===== config.mk =====
export PLATFORM = sky130hd
export DESIGN_NAME = composite_encoder
export DESIGN_NICKNAME = d
export VERILOG_FILES = /design/src/rtl/composite_encoder.sv
export SDC_FILE = /design/constraint.sdc
export NUM_CORES = 1
export LEC_CHECK = 0
export CAP_MARGIN = 0
export CORE_MARGIN = 2
export CORE_UTILIZATION = 69
export CTS_BUF_LIST = sky130_fd_sc_hd__clkbuf_16
export DETAILED_ROUTE_END_ITERATION = 12
export PLACE_DENSITY_LB_ADDON = 0.1
export SYNTH_ARGS = -nofsm -noshare
export SYNTH_HDL_FRONTEND = slang
export SYNTH_SLANG_ARGS = --single-unit

===== constraint.sdc =====
create_clock -name clk -period 16.36 [get_ports clk]
set_input_delay 2.454 -clock clk [delete_from_list [all_inputs] [get_ports clk]]
set_output_delay 2.454 -clock clk [all_outputs]
set_load 0.1 [all_outputs]

===== src/rtl/composite_encoder.sv =====
// Composite video encoder: line-timing FSM, quadrature subcarrier modulator and a
// fixed 3-stage datapath producing saturated composite samples plus a burst flag.
module composite_encoder #(
    parameter int          DATA_WIDTH = 12,
    parameter logic [31:0] PHASE_INC  = 32'd204987064,
    parameter int          SYNC_LEN   = 353,
    parameter int          BREEZE_LEN = 45,
    parameter int          BURST_LEN  = 189,
    parameter int          BP_LEN     = 60,
    parameter int          SYNC_LEVEL = -600,
    parameter int          BURST_AMP  = 160
) (
    input  logic                         clk,
    input  logic                         rst,
    input  logic signed [DATA_WIDTH-1:0] luma_in,
    input  logic signed [DATA_WIDTH-1:0] u_in,
    input  logic signed [DATA_WIDTH-1:0] v_in,
    input  logic                         hsync_in,
    input  logic                         active_in,
    output logic signed [DATA_WIDTH-1:0] data_out,
    output logic                         burst_active
);

    localparam int PW = DATA_WIDTH + 10;  // product width
    localparam int SW = PW + 1;           // sum width
    localparam int FW = DATA_WIDTH + 3;   // final add width

    localparam logic [15:0] SyncLast   = 16'(SYNC_LEN - 1);
    localparam logic [15:0] BreezeLast = 16'(BREEZE_LEN - 1);
    localparam logic [15:0] BurstLast  = 16'(BURST_LEN - 1);
    localparam logic [15:0] BpLast     = 16'(BP_LEN - 1);

    localparam logic signed [DATA_WIDTH-1:0] SyncLevel = DATA_WIDTH'(SYNC_LEVEL);
    localparam logic signed [DATA_WIDTH-1:0] BurstNeg  = DATA_WIDTH'(-BURST_AMP);
    localparam logic signed [FW-1:0] MaxV = FW'(2 ** (DATA_WIDTH - 1) - 1);
    localparam logic signed [FW-1:0] MinV = FW'(-(2 ** (DATA_WIDTH - 1)));

    typedef enum logic [2:0] {
        StIdle, StSync, StBreeze, StBurst, StBackPorch, StActive
    } state_e;

    // Quarter-wave table mirrored into a 64-entry round(511*sin) wave.
    function automatic logic signed [9:0] sin_lut(input logic [5:0] idx);
        logic [4:0] q;
        logic [8:0] mag;
        q = idx[4] ? (5'd16 - {1'b0, idx[3:0]}) : {1'b0, idx[3:0]};
        case (q)
            5'd0:  mag = 9'd0;
            5'd1:  mag = 9'd50;
            5'd2:  mag = 9'd100;
            5'd3:  mag = 9'd148;
            5'd4:  mag = 9'd196;
            5'd5:  mag = 9'd241;
            5'd6:  mag = 9'd284;
            5'd7:  mag = 9'd324;
            5'd8:  mag = 9'd361;
            5'd9:  mag = 9'd395;
            5'd10: mag = 9'd425;
            5'd11: mag = 9'd451;
            5'd12: mag = 9'd472;
            5'd13: mag = 9'd489;
            5'd14: mag = 9'd501;
            5'd15: mag = 9'd509;
            5'd16: mag = 9'd511;
            default: mag = 9'd0;
        endcase
        sin_lut = idx[5] ? -$signed({1'b0, mag}) : $signed({1'b0, mag});
    endfunction

    logic [31:0] phase_q, phase_d;
    state_e      state_q, state_d;
    logic [15:0] cnt_q, cnt_d;
    logic        hsync_q;
    logic        hsync_rise;

    logic signed [DATA_WIDTH-1:0] luma1_q, luma1_d, u1_q, u1_d, v1_q, v1_d;
    logic signed [9:0]            sin1_q, sin1_d, cos1_q, cos1_d;
    logic                         burst1_q, burst1_d;

    logic signed [SW-1:0]         sum2_q, sum2_d;
    logic signed [DATA_WIDTH-1:0] luma2_q;
    logic                         burst2_q;

    logic signed [DATA_WIDTH-1:0] data_q, data_d;
    logic                         burst3_q;

    logic signed [PW-1:0] prod_u, prod_v;
    logic signed [SW-1:0] shifted;
    logic signed [FW-1:0] total;

    assign hsync_rise = hsync_in & ~hsync_q;
    assign phase_d    = phase_q + PHASE_INC;

    always_comb begin
        state_d = state_q;
        cnt_d   = cnt_q + 16'd1;
        if (hsync_rise) begin
            state_d = StSync;
            cnt_d   = '0;
        end else begin
            unique case (state_q)
                StIdle, StActive: cnt_d = '0;
                StSync: if (cnt_q == SyncLast) begin
                    state_d = StBreeze;
                    cnt_d   = '0;
                end
                StBreeze: if (cnt_q == BreezeLast) begin
                    state_d = StBurst;
                    cnt_d   = '0;
                end
                StBurst: if (cnt_q == BurstLast) begin
                    state_d = StBackPorch;
                    cnt_d   = '0;
                end
                StBackPorch: if (cnt_q == BpLast) begin
                    state_d = StActive;
                    cnt_d   = '0;
                end
                default: begin
                    state_d = StIdle;
                    cnt_d   = '0;
                end
            endcase
        end
    end

    // Every state is mapped onto the same luma + (u*sin + v*cos) >>> 9 datapath.
    always_comb begin
        luma1_d  = '0;
        u1_d     = '0;
        v1_d     = '0;
        burst1_d = 1'b0;
        sin1_d   = sin_lut(phase_q[31:26]);
        cos1_d   = sin_lut(phase_q[31:26] + 6'd16);
        case (state_q)
            StSync: luma1_d = SyncLevel;
            StBurst: begin
                u1_d     = BurstNeg;
                burst1_d = 1'b1;
            end
            StActive: if (active_in) begin
                luma1_d = luma_in;
                u1_d    = u_in;
                v1_d    = v_in;
            end
            default: ;
        endcase
    end

    always_comb begin
        prod_u  = PW'(u1_q) * PW'(sin1_q);
        prod_v  = PW'(v1_q) * PW'(cos1_q);
        sum2_d  = SW'(prod_u) + SW'(prod_v);
        shifted = sum2_q >>> 9;
        total   = FW'(shifted) + FW'(luma2_q);
        if (total > MaxV) begin
            data_d = MaxV[DATA_WIDTH-1:0];
        end else if (total < MinV) begin
            data_d = MinV[DATA_WIDTH-1:0];
        end else begin
            data_d = total[DATA_WIDTH-1:0];
        end
    end

    always_ff @(posedge clk or posedge rst) begin
        if (rst) begin
            phase_q  <= '0;
            state_q  <= StIdle;
            cnt_q    <= '0;
            hsync_q  <= 1'b0;
            luma1_q  <= '0;
            u1_q     <= '0;
            v1_q     <= '0;
            sin1_q   <= '0;
            cos1_q   <= '0;
            burst1_q <= 1'b0;
            sum2_q   <= '0;
            luma2_q  <= '0;
            burst2_q <= 1'b0;
            data_q   <= '0;
            burst3_q <= 1'b0;
        end else begin
            phase_q  <= phase_d;
            state_q  <= state_d;
            cnt_q    <= cnt_d;
            hsync_q  <= hsync_in;
            luma1_q  <= luma1_d;
            u1_q     <= u1_d;
            v1_q     <= v1_d;
            sin1_q   <= sin1_d;
            cos1_q   <= cos1_d;
            burst1_q <= burst1_d;
            sum2_q   <= sum2_d;
            luma2_q  <= luma1_q;
            burst2_q <= burst1_q;
            data_q   <= data_d;
            burst3_q <= burst2_q;
        end
    end

    assign data_out     = data_q;
    assign burst_active = burst3_q;

endmodule


==> results_dict.tcl <==
set metrics [dict create \
    status "complete, no violations" \
    cp-end-kind "flop" \
    die-area_um2 25300 \
    synth_edf_count 0 \
    hold_depth 0 \
    grt-ovfl-total 0 \
    synthesis.nets 2104 \
    min_to "luma2_q[6]" \
    num_rows 56 \
    cts_tree "yes" \
    htreeDepth 4 \
    report.final.slew_viol_count 0 \
    die_h_um 159 \
    gp_congestion 0.944 \
    worst_pin_slew_ps 1110 \
    finalCritPeriodShare_pct 41.6 \
    clock_skew_ps 11.7 \
    setup_viol 0 \
    cts-resized-gates 0 \
    routed_wl_um 35100 \
    post-dp-hpwl_um 27400 \
    cts_setup_buffers 0 \
    grt_max_degree 78 \
    maxCapViolCount 0 \
    synth_area_per_cell_um2 9.84 \
    grt_pass1_wl_um 60400 \
    worstPathMaxFanout 12 \
    area_delta_synth_final_pct 7.26 \
    synthTopCellsByArea "fa_1, dfrtp_1, ha_1, inv_1, and2_1" \
    wl_per_cell_um 17.3 \
    clock-sinks 146 \
    crit_slowest_cell "a21oi_1" \
    grt_setup_unrepaired "no" \
    nFillCells 1649 \
    crit_chain "and2_1 -> fa_1 -> inv_1 -> fa_1 -> fa_1 -> inv_1 -> fa_1 -> fa_1 -> fa_1 -> fa_1 -> ha_1 -> a21o_1 -> a21oi_1 -> o211ai_1 -> a21oi_1 -> nor2b_1 -> nor4_1 -> o21bai_1 -> xor2_1" \
    yosysMostFrequentCell "inv_1" \
    clk-insertion-delay-late_ps 440 \
    yosysSeqAreaShare_pct 22.0 \
    fp.dieW_um 159 \
    antenna_found_initial 0 \
    fmax_mhz 147 \
    rr_startpoint "sin1_q[2]" \
    rrSetupSlack_ps 9550 \
    synth_seq_cells 146 \
    first_pass_iters 5 \
    initial_core_util_pct 70.6 \
    slowest_delay_ps 590 \
    grt_pass1_vias 12330 \
    cts_hold_buf 0 \
    synth_top_area_share_pct 31.7 \
    final_hold_viol_count 0 \
    reg2reg_depth 19 \
    worstHoldPathType "flop to flop" \
    synthArstFlopShare_pct 100 \
    netlist_area_um2 16600 \
    synth_cell_types 86 \
    drive_gt1_share_pct 4.09 \
    relSlewSlack_pct 25.9 \
    syn_inst 1689 \
    ant_nets 0 \
    nets 2114 \
    critPathRequiredTime_ps 16670 \
    grtUsageTotal_pct 29.9 \
    crit_top_cell "fa_1" \
    root_buffer "clkbuf_16" \
    clkTransAtPathRegs_ps 70 \
    ys.warnings.count 0 \
    diodes 0 \
    synthTopCellsByCount "inv_1, fa_1, nand2_1, dfrtp_1, and2_1" \
    synth_largest_area_cell "fa_1" \
    drc_errors 0 \
    numPortBuffers 52 \
    vias 11508 \
    min_from "luma1_q[6]" \
    fin_setup_tns_ps 0 \
    viasPerCell 5.67 \
    cts_buffers 17 \
    crit_path_start_kind "flop" \
    drt_iter0_markers 836 \
    ys.flop_type "dfrtp_1" \
    worstSetupStartpoint "sin1_q[2]" \
    cts_max_path_buffers 2 \
    core_um2 23500 \
    path_class "flop to flop" \
    crit_arrival_ps 7110 \
    ios 53 \
    period_needed_ps 6810 \
    reg2reg_to "sum2_q[15]" \
]
[per-layer routing]
metal	share of wire (%)	vias up	track usage [%]
li1	-	5267	-
met1	42	5801	39.7
met2	48	349	49.3
met3	5.3	91	4.98
met4	4.5	0	13.1
met5	0	-	0
[cell families after synthesis]
family	Yosys count	share of synthesized area (%)
fa+ha+maj	375	40.1
mux	6	0.527
xor+xnor	93	5.04
buf+inv	371	8.95
compound gates	206	8.20
simple gates	492	15.2
flops	146	22.0
[layout by cell type (no fill, tap or decap), drive strengths merged, types with 9 or more instances in the layout]
master / count
xor2: 34
inv: 315
nor3: 23
and2: 144
nand2: 167
ha: 112
xnor2: 59
clkbuf: 17
o21a: 11
o211ai: 9
a31oi: 9
nand3: 16
nand2b: 22
a21o: 12
nor2: 79
a21oi: 56
clkdlybuf4s50: 52
fa: 263
o21ai: 54
dfrtp: 146
[through the flow]
stage	area [um2]	hold slack [ps]	setup WS, ps	cells	util [%]
after floorplan	16600	331	9980	1689	-
after global placement	17200	333	9830	1999	73.2
after detailed placement	17200	335	9650	1999	73.2
after CTS	17800	346	9610	2031	75.7
after global routing	17800	346	9220	2031	75.7
final	17800	346	9550	2031	75.7
[cell type report]
class	instances	area, um2	share of cell area (%)
Tap cell	319	399	2.24
Timing Repair Buffer	55	543	3.05
Clock inverter	15	165	0.927
Clock buffer	17	425	2.39
Inverter	307	1160	6.50
Multi-Input combinational cell	1172	11500	64.4
Sequential cell	146	3650	20.5
[critical path, delay by kind of cell (launching register included)]
kind / cells / cell delay, ps
AO/OA/AOI/OAI: 5 / 1370
AND/OR/NAND/NOR: 3 / 790
buffers and inverters: 2 / 100
adder cells (fa/ha/maj): 8 / 3750
flip-flops: 1 / 490
XOR/XNOR: 1 / 170
[how the worst max path moves through the flow]
| stage | cells past startpoint | to |
|---|---|---|
| CTS | 19 | sum2_q[15] |
| finish | 19 | sum2_q[15] |
| global route | 19 | sum2_q[14] |
| detailed placement | 19 | sum2_q[22] |
| floorplan | 1 | burst1_q |
| global placement | 19 | sum2_q[15] |
[registers in the layout, indices dropped and copies added, names as in the netlist, 3 cells and up]
register / cells
cos1_q: 10
data_out: 12
phase_q: 29
state_q: 3
luma1_q: 12
u1_q: 12
luma2_q: 12
v1_q: 12
sum2_q: 14
cnt_q: 16
sin1_q: 10
Power is not shown: default switching activity piles up to over one toggle a cycle in this logic, so the estimate is an artifact.
